--- src/rtl/data_sram_sync_if.sv ---
// Load/store-unit side bus of the data SRAM: chip select, request strobes,
// address/data in, registered read data and status strobes back.
interface data_sram_sync_if #(
  parameter int DATA_W = 8,
  parameter int ADDR_W = 7
);
  logic              CS_D;
  logic              WD;
  logic              RD;
  logic [ADDR_W-1:0] ADDR;
  logic [DATA_W-1:0] DIN;
  logic [DATA_W-1:0] DOUT;
  logic              DOUT_VLD;
  logic              BUSY;
  logic              ERR;

  modport master (output CS_D, WD, RD, ADDR, DIN, input DOUT, DOUT_VLD, BUSY, ERR);
  modport slave  (input CS_D, WD, RD, ADDR, DIN, output DOUT, DOUT_VLD, BUSY, ERR);
endinterface

--- src/rtl/data_sram_sync.sv ---
// Clocked data SRAM with registered read port, post-reset clear sequence
// (INIT_VAL to every word) and one-cycle ERR on refused accesses.
module data_sram_sync #(
  parameter int              DATA_W   = 8,
  parameter int              ADDR_W   = 7,
  parameter int              DEPTH    = 128,
  parameter logic [DATA_W-1:0] INIT_VAL = '0
) (
  input  logic            CLK,
  input  logic            RST,
  data_sram_sync_if.slave bus
);
  // One extra bit so DEPTH == 2**ADDR_W is representable for range checks.
  localparam int              PTR_W   = ADDR_W + 1;
  localparam logic [PTR_W-1:0] DEPTH_P = PTR_W'(DEPTH);
  localparam logic [PTR_W-1:0] LAST_P  = PTR_W'(DEPTH - 1);

  typedef enum logic {ST_CLEAR, ST_READY} state_t;

  state_t            state_q, state_d;
  logic [PTR_W-1:0]  ptr_q, ptr_d;
  logic [DATA_W-1:0] mem [DEPTH];
  logic [DATA_W-1:0] dout_q;
  logic              dout_vld_q, err_q;

  logic              req, in_range;
  logic              mem_we, rd_hit, err_d;
  logic [ADDR_W-1:0] mem_waddr;
  logic [DATA_W-1:0] mem_wdata;

  assign req      = !bus.CS_D && (bus.WD || bus.RD);
  assign in_range = {1'b0, bus.ADDR} < DEPTH_P;

  always_comb begin
    state_d   = state_q;
    ptr_d     = ptr_q;
    mem_we    = 1'b0;
    mem_waddr = ptr_q[ADDR_W-1:0];
    mem_wdata = INIT_VAL;
    rd_hit    = 1'b0;
    err_d     = 1'b0;
    case (state_q)
      ST_CLEAR: begin
        mem_we = 1'b1;
        ptr_d  = ptr_q + PTR_W'(1);
        err_d  = req;
        if (ptr_q == LAST_P) state_d = ST_READY;
      end
      ST_READY: begin
        if (req) begin
          if ((bus.WD && bus.RD) || !in_range) begin
            err_d = 1'b1;
          end else if (bus.WD) begin
            mem_we    = 1'b1;
            mem_waddr = bus.ADDR;
            mem_wdata = bus.DIN;
          end else begin
            rd_hit = 1'b1;
          end
        end
      end
      default: state_d = ST_CLEAR;
    endcase
  end

  always_ff @(posedge CLK) begin
    if (RST) begin
      state_q <= ST_CLEAR;
      ptr_q   <= '0;
    end else begin
      state_q <= state_d;
      ptr_q   <= ptr_d;
    end
  end

  // Array is left untouched on a reset edge; the clear sequence rewrites it.
  always_ff @(posedge CLK) begin
    if (!RST && mem_we) mem[mem_waddr] <= mem_wdata;
  end

  always_ff @(posedge CLK) begin
    if (RST) begin
      dout_q     <= '0;
      dout_vld_q <= 1'b0;
      err_q      <= 1'b0;
    end else begin
      dout_vld_q <= rd_hit;
      err_q      <= err_d;
      if (rd_hit) dout_q <= mem[bus.ADDR];
    end
  end

  assign bus.DOUT     = dout_q;
  assign bus.DOUT_VLD = dout_vld_q;
  assign bus.ERR      = err_q;
  assign bus.BUSY     = (state_q == ST_CLEAR);
endmodule

--- src/flat_wrapper.sv ---
// flat-port wrapper written by rule: the top's interface ports become plain ports
module data_sram_sync_flat 
#(
  parameter int              DATA_W   = 8,
  parameter int              ADDR_W   = 7,
  parameter int              DEPTH    = 128,
  parameter logic [DATA_W-1:0] INIT_VAL = '0
)
  (CLK, RST, bus_CS_D, bus_WD, bus_RD, bus_ADDR, bus_DIN, bus_DOUT, bus_DOUT_VLD, bus_BUSY, bus_ERR);
  data_sram_sync_if #(.DATA_W(DATA_W), .ADDR_W(ADDR_W)) bus_i ();
  input  logic CLK;
  input  logic RST;
  input wire logic [$bits(bus_i.CS_D)-1:0] bus_CS_D;
  input wire logic [$bits(bus_i.WD)-1:0] bus_WD;
  input wire logic [$bits(bus_i.RD)-1:0] bus_RD;
  input wire logic [$bits(bus_i.ADDR)-1:0] bus_ADDR;
  input wire logic [$bits(bus_i.DIN)-1:0] bus_DIN;
  output wire logic [$bits(bus_i.DOUT)-1:0] bus_DOUT;
  output wire logic [$bits(bus_i.DOUT_VLD)-1:0] bus_DOUT_VLD;
  output wire logic [$bits(bus_i.BUSY)-1:0] bus_BUSY;
  output wire logic [$bits(bus_i.ERR)-1:0] bus_ERR;
  assign bus_i.CS_D = bus_CS_D;
  assign bus_i.WD = bus_WD;
  assign bus_i.RD = bus_RD;
  assign bus_i.ADDR = bus_ADDR;
  assign bus_i.DIN = bus_DIN;
  assign bus_DOUT = bus_i.DOUT;
  assign bus_DOUT_VLD = bus_i.DOUT_VLD;
  assign bus_BUSY = bus_i.BUSY;
  assign bus_ERR = bus_i.ERR;
  data_sram_sync #(.DATA_W(DATA_W), .ADDR_W(ADDR_W), .DEPTH(DEPTH), .INIT_VAL(INIT_VAL)) u_core (.CLK(CLK), .RST(RST), .bus(bus_i));
endmodule
--- config.mk ---
export PLATFORM = sky130hd
export DESIGN_NAME = data_sram_sync_flat
export DESIGN_NICKNAME = d
export VERILOG_FILES = /design/src/rtl/data_sram_sync_if.sv /design/src/rtl/data_sram_sync.sv /design/src/flat_wrapper.sv
export SDC_FILE = /design/constraint.sdc
export NUM_CORES = 1
export LEC_CHECK = 0
export CORE_AREA = 5 5 265 267
export DETAILED_ROUTE_END_ITERATION = 8
export DIE_AREA = 0 0 270 272
export GPL_TIMING_DRIVEN = 0
export PLACE_DENSITY = 0.74
export SETUP_SLACK_MARGIN = 0.15
export SLEW_MARGIN = 5
export SYNTH_ARGS = -nofsm -noshare
export SYNTH_HDL_FRONTEND = slang
export SYNTH_SLANG_ARGS = --single-unit
--- constraint.sdc ---
create_clock -name CLK -period 8.1 [get_ports CLK]
set_clock_uncertainty 0.05 [all_clocks]
set_input_delay 1.62 -clock CLK [delete_from_list [all_inputs] [get_ports CLK]]
set_output_delay 1.62 -clock CLK [all_outputs]
set_load 0.02 [all_outputs]
==> flow_summary.ini, run 1 <==
[run_status]
run_status = completed

[global_route]
antenna_found_initial = 0
grt_pass1_vias = 21200
grt_pass1_wl_mm = 151
track_usage_pct = 28.6
grt-ovfl-total = 0
grt_max_degree = 85

[place]
hpwl_mm = 70.0
port_buffers = 27
placed_area_sq_mm = 0.0430
routabilityCongestion = 1.01
dp.cells = 2925

[synth]
mappedNetlistNets = 2029
netlist_area_sq_mm = 0.0414
synth-seq-cells = 1043
syn_inst = 2008
ys_types = 64
synthArstFlopShare_pct = 0
synth_edf_count = 1024
synth-main-ff-cell = edfxtp_1
synth-seq-area-share_pct = 75.2
yosysWarningCount = 0
syn_avg_cell_area_sq_um = 20.6

[clocking]
htreeDepth = 3
cts_buffers = 97
clkLatencyLatePin_ns = 0.66
holdBufCountCts = 0
clkSinkCount = 1043
cts_tree = yes
cts_setup_buffers = 0
cts_root_buf = clkbuf_16
cts_resized = 0
clk_pin_slew_ns = 0.06
clockBufferDepth = 3

[layout]
final_cell_mix = edfxtp_1, mux4_2, nor2_1, clkbuf_16, nand2_1
final_common_cell = edfxtp_1
nFillCells = 4101
area_growth_syn_to_layout_pct = 11.6
diodes = 0
layout-drive-gt1-share_pct = 20.4
layout.cells.non_filler = 3103
design_area_sq_mm = 0.0462
fin_nets = 2163

[min_path]
hp-class = reg -> reg
hold_depth = 2

[setup_path]
worst-path-max-fanout = 10
worstSetupPathType = in -> reg
required_ns = 8.33
start_kind = primary input
critPathCaptureType = register
worstRegToRegCells = 9
worst_ep_arrival_time_ns = 5.17

[floorplan]
die_y_um = 272
start_util_pct = 61.0
rows = 96
ios = 31
core_area_sq_mm = 0.0679
dieArea_sq_mm = 0.0734
die_w_um = 270

[timing]
min_period_ns = 4.94
fmaxAchievable_mhz = 202
period_share_pct = 61.0
worst_slew_pin_slew_ns = 0.989
tns_ns = 0
setup_viol_count_final = 0
finalHoldViolations = 0
rsz0062_at_grt = no
max_slew_margin_pct = 33.8
report.final.slew_viol_count = 0

[route]
drt_first_iter_violations = 3153
first_pass_iters = 6
route.detailed.drc = 0
num_vias = 21500
wire_per_inst_um = 34.0
vias_per_cell = 6.92
antenna_left = 0
wirelength_mm = 106

[power]
p_int_uw = 8630
powerDensity_mw_per_mm2 = 235
ir_drop_v = 0.000138
pwr-share-clk_pct = 42.2
power_frac_seq_pct = 53.8
p_sw_uw = 2230
p_leak_uw = 0.0165
netSwitchingFraction_pct = 20.5
comb_power_share_pct = 3.9

[job]
drv_cap = 0
==> cell families (layout without fill, tap and decap cells) <==
| kind of cell | Yosys count | in the layout | synth area share [%] |
|---|---|---|---|
| multiplexers | 309 | 309 | 14.9 |
| flip-flops | 1043 | 1043 | 75.2 |
| AND/OR/NAND/NOR | 347 | 347 | 3.79 |
| buffers and inverters | 116 | 329 | 2.62 |
| AO/OA/AOI/OAI | 185 | 185 | 3.25 |
| XOR/XNOR | 6 | 6 | 0.127 |
| adder cells (fa/ha/maj) | 2 | 2 | 0.0544 |
==> worst paths after layout <==
check / startpoint / end / slack [ns]
max: bus_RD / u_core.mem[77][4] / 3.16
min reg2reg: u_core.ptr_q[7] / u_core.ptr_q[7] / 0.50
max reg2reg: u_core.state_q / u_core.mem[77][4] / 4.20
min: u_core.ptr_q[7] / u_core.ptr_q[7] / 0.50
==> power by group through the flow <==
stage | sequential [uW] | clock [uW] | combinational, uW
after global routing | 5840 | 4860 | 436
after floorplan | 5960 | 0 | 261
final | 5850 | 4590 | 428
after detailed placement | 5960 | 0 | 418
after global placement | 5960 | 0 | 415
after CTS | 5850 | 4610 | 420
==> layout make-up <==
| cell class | instances | area, sq um | area share [%] |
|---|---|---|---|
| buffer | 112 | 1070 | 2.31 |
| clock buffer | 116 | 2540 | 5.50 |
| clock inverter | 62 | 642 | 1.39 |
| inverter | 4 | 15.0 | 0.0325 |
| multi-input combinational | 849 | 9190 | 19.9 |
| sequential | 1043 | 31100 | 67.4 |
| tap | 882 | 1100 | 2.39 |
| timing repair buffer | 35 | 490 | 1.06 |
==> cells in the mapped netlist (all sizes together) (7+ instances only) <==
| cell type | count | area share [%] |
|---|---|---|
| edfxtp | 1024 | 74 |
| mux4 | 232 | 13 |
| nor2 | 162 | 1.5 |
| nand2 | 89 | 0.84 |
| buf | 82 | 2.0 |
| mux2i | 75 | 1.8 |
| a22oi | 64 | 1.2 |
| a21oi | 39 | 0.47 |
| clkbuf | 29 | 0.53 |
| dfxtp | 19 | 0.92 |
| nand2b | 17 | 0.26 |
| o22ai | 17 | 0.26 |
| and2 | 14 | 0.21 |
| a2111oi | 13 | 0.39 |
| nor3 | 13 | 0.18 |
| nand3 | 12 | 0.15 |
| nor2b | 12 | 0.18 |
| nor4 | 10 | 0.15 |
| o21ai | 9 | 0.11 |
| nand3b | 7 | 0.13 |
==> critical path: stages <==
cell and delay (ns):
clkdlybuf4s50_1 0.52, nor4bb_1 0.37, clkbuf_1 0.39, clkbuf_1 0.39, nand2_1 0.12, o21ai_0 0.16
nand2_1 0.40, buf_2 0.41, nor2_1 0.76
==> routing by layer <==
layer | vias to the layer above | track usage [%] | share of wire (%)
li1 | 8599 | - | -
met4 | 0 | 10.8 | 4.0
met5 | - | 0 | 0
met2 | 1439 | 45.4 | 48
met3 | 217 | 6.59 | 11
met1 | 11200 | 39.8 | 37
==> per-stage QoR <==
step                      setup WS (ns)  utilization (%)  hold WS [ns]  total power, uW
final                              3.16             68.0         0.502            10900
after global routing               3.05             68.0         0.515            11100
after CTS                          3.32             68.0         0.492            10900
after detailed placement           2.65             63.3         0.478             6380
after global placement            0.324             63.0         0.457             6380
after floorplan                    3.19                -         0.429             6220
==> registers in the layout, indices dropped and copies added, names as in the netlist <==
| signal | cells |
|---|---|
| u_core.bus.DOUT | 8 |
| u_core.bus.DOUT_VLD | 1 |
| u_core.bus.ERR | 1 |
| u_core.mem | 1024 |
| u_core.ptr_q | 8 |
| u_core.state_q | 1 |
(Power assumes the default switching activity.)
==> run 2, diff against run 1 <==
CORE_AREA = 5 5 276 278   (was 5 5 265 267)
DIE_AREA = 0 0 281 283   (was 0 0 270 272)
PLACE_DENSITY = 0.71   (was 0.74)
clock period = 4 ns   (was 8.1 ns; I/O delays follow)
==> run 2 against run 1 <==
Net effect: the flow now finishes with violations (negative setup slack); worst setup slack worse by 3.2 ns; flip-flop and latch count unchanged; combinational power up 100%; hold slack worse by 0.0039 ns; power up 110%; non-clock buffer count unchanged.
==> flow_summary.ini, run 2 (synthesis gave the netlist of run 1 again) <==
[run_status]
run_status = finished with violations
violations = negative setup slack

[floorplan]
rows = 100
ios = 31
dieArea_sq_mm = 0.0795
die_w_um = 281
die_y_um = 283
core_area_sq_mm = 0.0737
start_util_pct = 56.1

[timing]
report.final.slew_viol_count = 0
fmaxAchievable_mhz = 246
worst_slew_pin_slew_ns = 0.954
min_period_ns = 4.06
setup_viol_count_final = 24
hold_slack_ns = 0.498
finalHoldViolations = 0
period_share_pct = 102
rsz0062_at_grt = yes
max_slew_margin_pct = 36.2
worst_slack_ns = -0.0602

[setup_path]
critPathCaptureType = register
r2r-end = u_core.mem[5][5]
crit_buf_inv = 4
worst_ep_arrival_time_ns = 4.29
crit_chain = buf_4 > buf_4 > buf_2 > clkbuf_1 > nand3_1 > o21ai_0 > nand2_1 > nor2_1
slowest_stage = nor2_1
required_ns = 4.23
cpMostUsedCell = buf_4
critPathTopFamily = buffers and inverters
slowest_delay_ns = 0.82
worstRegToRegCells = 7
ff2ff_setup_slack_ns = 0.30
worst-path-max-fanout = 10
worstSetupPathType = in -> reg
start_kind = primary input
r2r_start = u_core.state_q

[global_route]
grt_pass1_vias = 21500
antenna_found_initial = 0
grt_max_degree = 82
grt_pass1_wl_mm = 154
track_usage_pct = 27.0
grt-ovfl-total = 0

[clocking]
clkSinkCount = 1043
clk_pin_slew_ns = 0.06
cts_root_buf = clkbuf_16
cts_tree = yes
htreeDepth = 3
clkLatencyLatePin_ns = 0.66
cts_setup_buffers = 0
holdBufCountCts = 0
clockBufferDepth = 3
cts_buffers = 101

[power]
ir_drop_v = 0.000417
p_leak_uw = 0.0166
powerDensity_mw_per_mm2 = 483

[route]
first_pass_iters = 6
wire_per_inst_um = 33.8
num_vias = 21600
antenna_left = 0
wirelength_mm = 108
vias_per_cell = 6.74
route.detailed.drc = 0
drt_first_iter_violations = 3182

[layout]
final_cell_mix = edfxtp_1, mux4_2, clkbuf_16, nand2_1, nor2_1
area_growth_syn_to_layout_pct = 13.0
layout.cells.non_filler = 3203
largest_reg_flops = 1024
final_common_cell = edfxtp_1
fin_nets = 2169
layout-drive-gt1-share_pct = 24.4
regMostFlops = u_core.mem

[place]
hpwl_mm = 71.5
routabilityCongestion = 0.991
port_buffers = 27
dp.cells = 3012

[min_path]
hp-class = reg -> reg
hp-start = u_core.ptr_q[7]
min_to = u_core.ptr_q[7]
hold_depth = 2

[job]
drv_cap = 0
## run 2: changes by cell type in the layout (fill, tap and decap cells not counted), moves of 3 or more
| cell | before | now |
|---|---|---|
| nor2_1 | 160 | 83 |
| nor2_2 | 1 | 71 |
| nor2_4 | 1 | 8 |
| clkbuf_16 | 99 | 105 |
| clkinv_1 | 25 | 19 |
| clkinv_2 | 13 | 19 |
| bufinv_16 | 12 | 16 |
| clkinvlp_4 | 7 | 4 |
## run 2: per-layer routing
metal	vias up	track usage (%)	part of all wire [%]	wire length (um)
met5	-	0	0	0
met4	0	10.3	3.9	4220
met3	239	5.52	10	10900
met2	1340	41.6	48	51800
met1	11400	38.9	38	41400
li1	8621	-	-	-
## run 2: per-stage QoR
step                      power, uW  area [sq um]  util [%]  TNS [ns]  setup WS (ns)
after global placement        12900         42900      58.2  -1360.36          -1.18
after global routing          23200         46800      63.5    -0.604        -0.0271
after detailed placement      12900         43100      58.5   -421.96         -0.575
final                         22600         46800      63.5    -0.692        -0.0602
after floorplan               12600         41400         -         0          0.802
after CTS                     22700         46500      63.1         0          0.126
## run 2: worst reg2reg max path, delay by kind of cell, from the launching register on
| family | cells | cell delay (ns) |
|---|---|---|
| flops | 1 | 0.31 |
| simple gates | 3 | 1.88 |
| buf+inv | 3 | 0.45 |
| compound gates | 1 | 0.63 |
## run 2: final cells by class
cell class	count	area [sq um]
sequential	1043	31100
timing repair buffer	35	475
tap	969	1210
antenna	2	5.00
inverter	4	15.0
clock buffer	123	2700
clock inverter	64	744
buffer	112	1070
multi-input combinational	851	9430
fill	4835	26900
## run 2: timing repair
item,in CTS,in global routing
pin swaps,0,4
gates resized for setup,0,84
cloned,0,2
setup endpoints to repair,25,635
## run 2: how the worst max path moves through the flow
stage	from	end	slack (ns)	depth (start not counted)
finish	bus_ADDR[3]	u_core.mem[121][4]	-0.06	8
floorplan	bus_RD	u_core.mem[0][0]	0.80	5
CTS	bus_ADDR[3]	u_core.mem[123][4]	0.13	8
global route	bus_RD	u_core.mem[5][5]	-0.03	6
detailed placement	bus_ADDR[3]	u_core.mem[124][5]	-0.57	8
global placement	bus_RD	u_core.mem[104][6]	-1.18	6
## run 2: power by group
part	internal, uW	switching (uW)
Sequential	11800	7.65
Clock	5820	4070
Combinational	330	547
Total	18000	4630
